$ cat src/rtl/bin_to_bcd8.sv
// Iterative shift-add-3 binary-to-BCD converter producing eight registered digits.
// Optional BCD_SIGNED_EN macro: treat bin_in as two's complement and report the sign on neg.
module bin_to_bcd8 #(
  parameter int BIN_W = 27
) (
  input  logic             clk,
  input  logic             rst_n,
  input  logic             start,
  input  logic [BIN_W-1:0] bin_in,
  output logic             busy,
  output logic             done,
  output logic             ovf,
  output logic             neg,
  output logic [3:0]       num0,
  output logic [3:0]       num1,
  output logic [3:0]       num2,
  output logic [3:0]       num3,
  output logic [3:0]       num4,
  output logic [3:0]       num5,
  output logic [3:0]       num6,
  output logic [3:0]       num7,
  output logic [1:0]       state_dbg
);

  localparam int CW = $clog2(BIN_W + 1);

  // Handshake: start is accepted only on an edge where state is IDLE and busy=0.
  // busy stays high from the accepting edge through the single-cycle done pulse;
  // start seen at any other time is dropped, never queued.
  typedef enum logic [1:0] {
    S_IDLE  = 2'd0,
    S_SHIFT = 2'd1,
    S_DONE  = 2'd2
  } state_t;

  state_t           state, state_nxt;
  logic [CW-1:0]    cnt;
  logic [BIN_W-1:0] opnd;
  logic [31:0]      scratch, adj;
  logic [31:0]      num_r;
  logic [BIN_W-1:0] mag;
  logic             ovf_in, ovf_pend;
  logic             accept;

  assign state_dbg = state;
  assign accept    = (state == S_IDLE) && !busy && start;

`ifdef BCD_SIGNED_EN
  logic sign, neg_pend, neg_r;
  // Negation wraps in BIN_W bits, so the most-negative input maps to 2^(BIN_W-1).
  assign sign = bin_in[BIN_W-1];
  assign mag  = sign ? (~bin_in + BIN_W'(1)) : bin_in;
  assign neg  = neg_r;
`else
  assign mag  = bin_in;
  assign neg  = 1'b0;
`endif

  assign ovf_in = (32'(mag) > 32'd99_999_999);

  always_comb begin
    adj = scratch;
    for (int i = 0; i < 8; i++) begin
      if (scratch[4*i +: 4] >= 4'd5) adj[4*i +: 4] = scratch[4*i +: 4] + 4'd3;
    end
  end

  always_comb begin
    state_nxt = state;
    case (state)
      S_IDLE:  if (accept) state_nxt = S_SHIFT;
      S_SHIFT: if (cnt == CW'(1)) state_nxt = S_DONE;
      S_DONE:  state_nxt = S_IDLE;
      default: state_nxt = S_IDLE;
    endcase
  end

  always_ff @(posedge clk) begin
    if (!rst_n) state <= S_IDLE;
    else        state <= state_nxt;
  end

  always_ff @(posedge clk) begin
    if (!rst_n) begin
      busy     <= 1'b0;
      done     <= 1'b0;
      ovf      <= 1'b0;
      ovf_pend <= 1'b0;
      cnt      <= '0;
      opnd     <= '0;
      scratch  <= '0;
      num_r    <= '0;
`ifdef BCD_SIGNED_EN
      neg_pend <= 1'b0;
      neg_r    <= 1'b0;
`endif
    end else begin
      case (state)
        S_IDLE: begin
          // IDLE with busy still set is the done cycle; it only clears the handshake.
          if (busy) begin
            busy <= 1'b0;
            done <= 1'b0;
          end else if (start) begin
            opnd     <= mag;
            scratch  <= '0;
            cnt      <= CW'(BIN_W);
            busy     <= 1'b1;
            ovf_pend <= ovf_in;
`ifdef BCD_SIGNED_EN
            neg_pend <= sign;
`endif
          end
        end
        S_SHIFT: begin
          {scratch, opnd} <= {adj[30:0], opnd, 1'b0};
          cnt             <= cnt - CW'(1);
        end
        S_DONE: begin
          num_r <= ovf_pend ? 32'h9999_9999 : scratch;
          ovf   <= ovf_pend;
          done  <= 1'b1;
`ifdef BCD_SIGNED_EN
          neg_r <= neg_pend;
`endif
        end
        default: ;
      endcase
    end
  end

  assign {num7, num6, num5, num4, num3, num2, num1, num0} = num_r;

endmodule
$ cat config.mk
export PLATFORM = sky130hd
export DESIGN_NAME = bin_to_bcd8
export DESIGN_NICKNAME = d
export VERILOG_FILES = /design/src/rtl/bin_to_bcd8.sv
export SDC_FILE = /design/constraint.sdc
export NUM_CORES = 1
export LEC_CHECK = 0
export ABC_AREA = 1
export BUFFER_PORTS_ARGS = -buffer_cell sky130_fd_sc_hd__clkbuf_2
export CAP_MARGIN = 0
export CORE_ASPECT_RATIO = 0.7
export CORE_MARGIN = 4
export CORE_UTILIZATION = 57
export DETAILED_ROUTE_END_ITERATION = 10
export PLACE_DENSITY = 0.9
export SLEW_MARGIN = 20
export SYNTH_ARGS = -nofsm -noshare
export SYNTH_HDL_FRONTEND = slang
export SYNTH_SLANG_ARGS = --single-unit
$ cat constraint.sdc
create_clock -name clk -period 2.2 [get_ports clk]
set_clock_uncertainty 0.15 [all_clocks]
set_input_delay 0.11 -clock clk [delete_from_list [all_inputs] [get_ports clk]]
set_output_delay 0.11 -clock clk [all_outputs]
set_load 0.01 [all_outputs]
Word level (Yosys, flattened, before mapping)
Index checks and enable logic that the tools add are counted.
{"block": "word_totals", "ff_bits": 102, "in_bits": 30, "out_inout_bits": 38, "elab_cells": 71}
{"block": "op_classes", "n_addsub": 9, "magnitude_cmp": 9, "eq_ne": 8, "n_mux": 25, "bitwise_logic": 1, "reduce_logical": 10}
{"op": "32-bit 2-to-1 mux", "count": 3}
{"op": "32-bit case mux with 2 select lines", "count": 1}
{"op": "27-bit 2-to-1 mux", "count": 2}
{"op": "27-bit case mux with 2 select lines", "count": 1}
{"op": "4-bit by 3-bit greater-or-equal comparator with 1-bit output, second input constant", "count": 8}
{"op": "4-bit by 2-bit adder with 4-bit output, second input constant", "count": 7}
{"op": "4-bit 2-to-1 mux", "count": 7}
{"op": "27-bit greater-than comparator, second input constant", "count": 1}
{"op": "5-bit 2-to-1 mux", "count": 2}
{"op": "2-bit inequality test, second input constant", "count": 5}
{"op": "5-bit case mux with 2 select lines", "count": 1}
{"op": "3-bit AND reduction", "count": 2}
{"op": "5-bit by 1-bit == test with 1-bit output, second input constant", "count": 1}
{"op": "5-bit by 1-bit subtractor with 5-bit output, second input constant", "count": 1}
{"op": "2-bit 2-to-1 mux", "count": 2}
{"op": "2-bit case mux with 2 select lines", "count": 1}
{"op": "2-bit AND reduction", "count": 2}
{"op": "2-bit nonzero test", "count": 2}
{"op": "3-bit by 2-bit adder with 3-bit output, second input constant", "count": 1}
{"op": "1-bit 2-to-1 mux", "count": 3}
{"op": "3-bit 2-to-1 mux", "count": 1}
{"op": "2-bit by 1-bit == test with 1-bit output, second input constant", "count": 1}
{"op": "2-bit == test, second input constant", "count": 1}
{"op": "1-bit logical AND", "count": 2}
{"op": "other kinds (4)", "count": 4}

Depth between registers and ports, before layout
Gate-level depths: netlist (run 1).
{"block": "depth", "word_depth": 5, "mapped_depth": 9, "ltp_nobuf": 9}

Worst setup path before layout (run 1)
OpenSTA, ideal clock, no wires.
{"block": "synth_path", "path_type": "register to register", "from": "register scratch[16]", "to": "register scratch[18]", "setup_time_ns": 0.132, "t_arrival_ns": 1.246, "t_required_ns": 1.918, "setup_slack_ns": 0.671, "path_stages_with_launch": 8, "n_path_buf": 0, "period_less_slack_ns": 1.529, "path_cell_list": "dfxtp_1 -> inv_1 -> ha_1 -> or2_2 -> nand3_1 -> a21oi_1 -> o21ai_1 -> a21oi_1"}
{"block": "synth_between", "elab_chain_cells": 3, "elab_cells_between_ends": 4, "classes_between": "1 x add/sub; 1 x order compare; 2 x mux"}
{"item": "start, declared", "line_no": "39", "rtl": "logic [31:0] scratch, adj;"}
{"item": "start signal, assigned", "line_no": "116", "rtl": "{scratch, opnd} <= {adj[30:0], opnd, 1'b0};"}
{"item": "4-bit by 2-bit adder with 4-bit output or 4-bit by 3-bit greater-or-equal comparator with 1-bit output (tied branches)", "line_no": "64", "rtl": "if (scratch[4*i +: 4] >= 4'd5) adj[4*i +: 4] = scratch[4*i +: 4] + 4'd3;"}
{"item": "4-bit 2-to-1 mux (*)", "line_no": "64"}
{"item": "32-bit case mux with 2 select lines (*)", "line_no": "98", "rtl": "case (state)"}
Mark *: on every way between the ends. The rest lies on a longest branch, timed or not.
A chain may end at the register's enable or synchronous reset.

Worst setup path in the final report (run 1)
{"block": "layout_path", "from": "register scratch[4]", "to": "register scratch[6]"}
The elaborated chain is that of the path after synthesis.

==> impl_metrics.env, run 1 <==
export IMPL_leakage_uw=0.00229
export IMPL_layout_common_cells="nand2_1, dfxtp_1, clkbuf_2"
export IMPL_whs_endpoint="cnt[2]"
export IMPL_holdWs_ns=0.0963
export IMPL_rsz0062_at_grt="false"
export IMPL_required_ns=2.26
export IMPL_period_needed_ns=1.95
export IMPL_ctsRootBufferMaster="clkbuf_16"
export IMPL_grt_usage_pct=25.4
export IMPL_antenna_found_initial=0
export IMPL_grt_pass1_vias=4546
export IMPL_routedWlPerCell_um=15.5
export IMPL_dieHeight_um=84.8
export IMPL_holdPathStages=4
export IMPL_maxCapViolations=0
export IMPL_utilization_pct=70.4
export IMPL_clock_path_buffers=2
export IMPL_port_buffers=66
export IMPL_power_density_nw_per_um2=775
export IMPL_final_antenna_net_count=0
export IMPL_grt_max_degree=74
export IMPL_num_antenna_cells=0
export IMPL_worst_pin_slew_ns=0.609
export IMPL_max_slew_margin_rel_pct=59.3
export IMPL_end_kind="flop"
export IMPL_synth_simple_area_share_pct=20.5
export IMPL_drive_above_1_share_pct=14.8
export IMPL_ys_seq_elements=102
export IMPL_drc=0
export IMPL_cts_buffers_inserted=9
export IMPL_max_stage_delay_ns=0.42
export IMPL_cp_slowest_cell="dfxtp_1"
export IMPL_first_pass_iters=7
export IMPL_path_class="reg -> reg"
export IMPL_synthTopCellsByArea="dfxtp_1, nand2_1, a21oi_1"
export IMPL_report_final_hold_viol_count=0
export IMPL_pin_count=68
export IMPL_syn_cell_area_um2=4800
export IMPL_synth_area_mux_share_pct=0
export IMPL_place_hpwl_um=7780
export IMPL_grt_first_pass_wirelength_um=21100
export IMPL_dieWidth_um=118
export IMPL_rows=27
export IMPL_clkTransAtPathRegs_ns=0.07
export IMPL_ys_seq_area_share_pct=42.5
export IMPL_avgSynthCellArea_um2=7.61
export IMPL_final_common_cell="nand2_1"
export IMPL_reg2regPathDepth=7
export IMPL_cts_sinks=102
export IMPL_final_net_count=754
export IMPL_syn_inst=631
export IMPL_synthArstFlopShare_pct=0
export IMPL_yosys_warnings=0
export IMPL_vias_per_cell=5.87
export IMPL_timing_fmax_mhz=513
export IMPL_crit_arrival_ns=2.01
export IMPL_period_share_pct=88.5
export IMPL_synth_area_leader_cell="dfxtp_1"
export IMPL_ir_drop_mv=0.544
export IMPL_cts_setup_buffers=0
export IMPL_num_vias=4765
export IMPL_rr_startpoint="scratch[4]"
export IMPL_crit_fanout=5
export IMPL_ff2ff_setup_slack_ns=0.25
export IMPL_post_synth_top_area_fraction_pct=42.5
export IMPL_ys_types=31
export IMPL_totalWireLength_um=12600
export IMPL_cp_cell_sequence="inv_1 > ha_1 > or2_2 > nand3_1 > a21oi_1 > o21ai_0 > a21oi_1"
export IMPL_post_cts_resized=0
export IMPL_hold_class="in -> reg"
export IMPL_setup_violations=0
export IMPL_start_util_pct=59.7
export IMPL_place_gp_congestion=0.861
export IMPL_run_status="finished, final reports clean"
export IMPL_clk_latency_ns=0.34
export IMPL_ys_flop_type="dfxtp_1"
export IMPL_synth_nets=679
export IMPL_crit_top_cell="a21oi_1"
export IMPL_synth_top_family_by_area="compound AO/OA/AOI/OAI gates"
export IMPL_worstHoldStart="start"
export IMPL_core_um2=8040
export IMPL_drtIter0Drc=457
export IMPL_cts_tree="built"
export IMPL_r2r_end="scratch[6]"
export IMPL_grt_overflow_total=0
export IMPL_cts_hold_buf=27
export IMPL_layout_setup_ws_ns=0.252
export IMPL_dpl_cell_count=769
export IMPL_dp_slack_ns=0.380
export IMPL_htree_levels=3
export IMPL_final_cells=812
export IMPL_synthAdderAreaFrac_pct=4.69
export IMPL_setup_tns_final_ns=0
export IMPL_critPathLaunchType="flop"
export IMPL_synthXorXnorAreaFrac_pct=1.64
export IMPL_slew_violations=0
export IMPL_dieArea_um2=9980
export IMPL_fill_cells=580
export IMPL_synth_compound_area_share_pct=21.5
export IMPL_syn_to_final_growth_pct=17.8
export IMPL_synth_edf_count=0
-- worst max-delay path: cells and delay by family, from the launching register on --
kind            cells  cell delay [ns]
simple gates        2             0.49
compound gates      3             0.42
flops               1             0.42
fa+ha+maj           1             0.23
buf+inv             1             0.12
-- final cells by class --
type / instances / area (um^2) / area share, %
sequential: 102 / 2040 / 36.1
inverter: 54 / 208 / 3.67
timing repair buffer: 100 / 666 / 11.8
multi-input combinational: 439 / 2320 / 41.1
tap: 101 / 126 / 2.23
clock inverter: 7 / 65.1 / 1.15
clock buffer: 9 / 225 / 3.98
-- report_power, final --
part | internal (uW) | leakage [uW] | switching (uW)
Combinational | 247 | 0.00132 | 529
Sequential | 1990 | 0.000830 | 85.4
Clock | 794 | 0.000140 | 746
-- worst max-delay path by stage --
stage	from	endpoint	slack (ns)	depth (start not counted)
2_1_floorplan	scratch[16]	scratch[18]	0.67	7
3_3_place_gp	state_dbg[1]	cnt[0]	0.44	7
3_5_place_dp	state_dbg[1]	cnt[0]	0.38	7
4_1_cts	scratch[4]	scratch[6]	0.30	7
5_1_grt	state_dbg[0]	opnd[13]	0.16	5
6_report	scratch[4]	scratch[6]	0.25	7
-- registers in the layout, summed over array words and instances, names as in the netlist --
name	count
busy	1
cnt	5
state_dbg	2
done	1
opnd	27
ovf_pend	1
scratch	32
num_r	32
ovf	1
-- layer usage --
metal  vias to the layer above  track usage, %  wire (um)
met5                         -               0          0
met4                         0            9.36        314
met3                        34            6.60       1180
met2                       263            42.3       5910
met1                      2191            32.0       5220
li1                       2277               -          -
-- cell usage after synthesis, types with 2 or more instances --
master / n
a211oi_1: 16
a21oi_1: 57
a22oi_1: 23
a31oi_1: 27
buf_2: 12
buf_4: 5
buf_6: 8
clkbuf_1: 11
dfxtp_1: 102
ha_1: 18
inv_1: 50
inv_2: 3
nand2_1: 129
nand2_2: 2
nand2_4: 2
nand3_1: 28
nand4_1: 10
nor2_1: 51
nor3_1: 2
o21ai_0: 48
o21ai_1: 4
or2_2: 6
xor2_1: 9
-- kinds of logic (layout without fill, tap and decap cells) --
logic type               Yosys count  in the layout
other                              1              1
AO/OA/AOI/OAI                    178            178
buffers and inverters             90            170
adder cells (fa/ha/maj)           18             18
flip-flops                       102            102
AND/OR/NAND/NOR                  233            233
XOR/XNOR                           9              9
-- through the flow --
stage | total power (uW) | area, um^2
floorplan | 2680 | 4800
global placement | 2770 | 5100
detailed placement | 2800 | 5100
CTS | 4360 | 5660
global route | 4580 | 5660
finish | 4390 | 5660
Note: power is estimated with default switching activity, not from simulation.
==> run 2, diff against run 1 <==
- ABC_AREA: 1 -> not set
- PLACE_DENSITY: 0.9 -> 0.91
==> run 2 against run 1 <==
Compared with the run above:
- sequential power shrank 3%
- register-to-register slack got worse by 0.14 ns
- die area is 3.1% lower
- critical endpoint is now scratch[3]
==> impl_metrics.env, run 2 <==
export IMPL_rows=27
export IMPL_grt_usage_pct=29.9
export IMPL_wl_met2_um=6490
export IMPL_synth_area_leader_cell="dfxtp_1"
export IMPL_critPathLaunchType="flop"
export IMPL_setup_tns_final_ns=0
export IMPL_cp_slowest_cell="nor2_1"
export IMPL_hold_class="in -> reg"
export IMPL_rr_startpoint="state_dbg[1]"
export IMPL_clk_latency_ns=0.36
export IMPL_syn_cell_area_um2=4640
export IMPL_clock_path_buffers=2
export IMPL_synth_nets=609
export IMPL_core_um2=7910
export IMPL_totalWireLength_um=14400
export IMPL_worstHoldStart="rst_n"
export IMPL_drc=0
export IMPL_place_hpwl_um=8000
export IMPL_p_seq_share_pct=47.7
export IMPL_ir_drop_mv=0.438
export IMPL_combPwrFrac_pct=12.3
export IMPL_max_stage_delay_ns=0.64
export IMPL_avgSynthCellArea_um2=8.27
export IMPL_final_antenna_net_count=0
export IMPL_layout_common_cells="dfxtp_1, nand2_1, clkbuf_2"
export IMPL_setup_violations=0
export IMPL_wl_met3_um=1440
export IMPL_post_synth_top_area_fraction_pct=44.0
export IMPL_ys_types=40
export IMPL_whs_endpoint="state_dbg[0]"
export IMPL_htree_levels=3
export IMPL_period_share_pct=94.8
export IMPL_fill_cells=510
export IMPL_synth_most_common_cell="dfxtp_1"
export IMPL_run_status="finished, final reports clean"
export IMPL_cts_setup_buffers=0
export IMPL_drt_met1_wl_um=5500
export IMPL_ys_seq_area_share_pct=44.0
export IMPL_max_slew_margin_rel_pct=46.2
export IMPL_synth_edf_count=0
export IMPL_grt_max_degree=44
export IMPL_cts_buffers_inserted=9
export IMPL_worst_pin_slew_ns=0.804
export IMPL_routedWlPerCell_um=19.2
export IMPL_first_pass_iters=6
export IMPL_final_common_cell="dfxtp_1"
export IMPL_slew_violations=0
export IMPL_dieHeight_um=83.5
export IMPL_cts_tree="built"
export IMPL_critPathTopFamily="simple AND/OR/NAND/NOR gates"
export IMPL_power_density_nw_per_um2=744
export IMPL_path_class="reg -> reg"
export IMPL_yosys_warnings=0
export IMPL_port_buffers=66
export IMPL_yosys_top_cells_count="dfxtp_1, nand2_1, nor3_1"
export IMPL_vias_per_cell=6.26
export IMPL_synthArstFlopShare_pct=0
export IMPL_netSwitchingPower_uw=1140
export IMPL_holdPathStages=2
export IMPL_crit_fanout=9
export IMPL_ctsRootBufferMaster="clkbuf_16"
export IMPL_num_vias=4696
export IMPL_ff2ff_setup_slack_ns=0.12
export IMPL_rsz0062_at_grt="false"
export IMPL_dieWidth_um=116
export IMPL_reg2regPathDepth=4
export IMPL_antenna_found_initial=3
export IMPL_clock_power_share_pct=40.0
export IMPL_final_net_count=689
export IMPL_r2r_end="scratch[3]"
export IMPL_timing_fmax_mhz=480
export IMPL_pin_count=68
export IMPL_synthTopCellsByArea="dfxtp_1, nand2_1, nor3_1"
export IMPL_p_int_uw=3070
export IMPL_syn_to_final_growth_pct=21.7
export IMPL_grt_pass1_vias=4567
export IMPL_cp_cell_sequence="nor2b_1 > nor2_1 > o21ai_0 > a21boi_0"
export IMPL_period_needed_ns=2.08
export IMPL_swShare_pct=27.1
export IMPL_reg_top3="num_r x32, scratch x32, opnd x27"
export IMPL_crit_arrival_ns=2.19
export IMPL_required_ns=2.31
export IMPL_drive_above_1_share_pct=17.8
export IMPL_cp_buffers_inverters=0
export IMPL_report_final_hold_viol_count=0
export IMPL_end_kind="flop"
export IMPL_drtIter0Drc=607
export IMPL_clkTransAtPathRegs_ns=0.07
export IMPL_routed_top_layer="met4"
export IMPL_maxCapViolations=0
export IMPL_ys_seq_elements=102
export IMPL_syn_inst=561
export IMPL_ys_flop_type="dfxtp_1"
export IMPL_leakage_uw=0.00217
export IMPL_start_util_pct=58.7
export IMPL_grt_overflow_total=0
export IMPL_place_gp_congestion=0.837
export IMPL_grt_first_pass_wirelength_um=23000
export IMPL_dieArea_um2=9670
export IMPL_holdWs_ns=0.0531
export IMPL_cts_sinks=102
-- run 2: worst max path at each step --
stage                       startpoint           to  slack (ns)  cells past startpoint
after CTS                 state_dbg[1]  scratch[25]        0.20                      4
after global routing      state_dbg[0]   scratch[3]        0.09                      4
after global placement    state_dbg[1]   scratch[1]        0.38                      4
after detailed placement  state_dbg[1]   scratch[5]        0.28                      4
final                     state_dbg[1]   scratch[3]        0.12                      4
after floorplan           state_dbg[1]  scratch[14]        0.54                      6
-- run 2: layout make-up --
cell class,count,area (um^2),share of cell area [%]
Multi-Input combinational cell,399,2360,41.7
Sequential cell,102,2040,36.2
Timing Repair Buffer,108,726,12.9
Clock buffer,11,253,4.48
Tap cell,101,126,2.24
Inverter,21,78.8,1.40
Clock inverter,5,57.6,1.02
Antenna cell,3,7.51,0.133
-- run 2: timing repair --
action	CTS	global route
endpoints found under the setup margin	0	5
hold buffers	27	0
gates resized for setup	0	3
hold endpoints to repair	27	0
-- run 2: cell families (layout without fill, tap and decap cells) --
logic type,count (synthesis),count (layout),share of synthesized area (%)
buffers and inverters,60,145,5.50
AO/OA/AOI/OAI,117,117,16.8
adder cells (fa/ha/maj),18,18,4.85
multiplexers,8,8,1.94
other,1,4,0.0808
XOR/XNOR,17,17,3.21
flip-flops,102,102,44.0
AND/OR/NAND/NOR,238,238,23.6
-- run 2: power groups by stage --
stage / Clock, uW / Combinational (uW) / Sequential, uW
6_report: 1680 / 518 / 2000
2_1_floorplan: 0 / 300 / 2020
3_5_place_dp: 0 / 425 / 2030
3_3_place_gp: 0 / 407 / 2030
5_1_grt: 1750 / 548 / 2010
4_1_cts: 1640 / 471 / 1990
-- run 2: through the flow --
| stage | setup slack, ns | power [uW] | area (um^2) | utilization [%] | std cells |
|---|---|---|---|---|---|
| after floorplan | 0.544 | 2320 | 4640 | - | 561 |
| after global placement | 0.377 | 2430 | 5050 | 63.9 | 704 |
| after detailed placement | 0.277 | 2460 | 5050 | 63.9 | 704 |
| after CTS | 0.204 | 4110 | 5630 | 71.2 | 747 |
| after global routing | 0.0863 | 4310 | 5650 | 71.4 | 750 |
| final | 0.115 | 4200 | 5650 | 71.4 | 750 |
-- run 2: per-layer routing --
metal / vias up / track usage [%]
li1: 2101 / -
met1: 2139 / 36.8
met2: 349 / 45.4
met3: 107 / 8.84
met4: 0 / 19.4
met5: - / 0
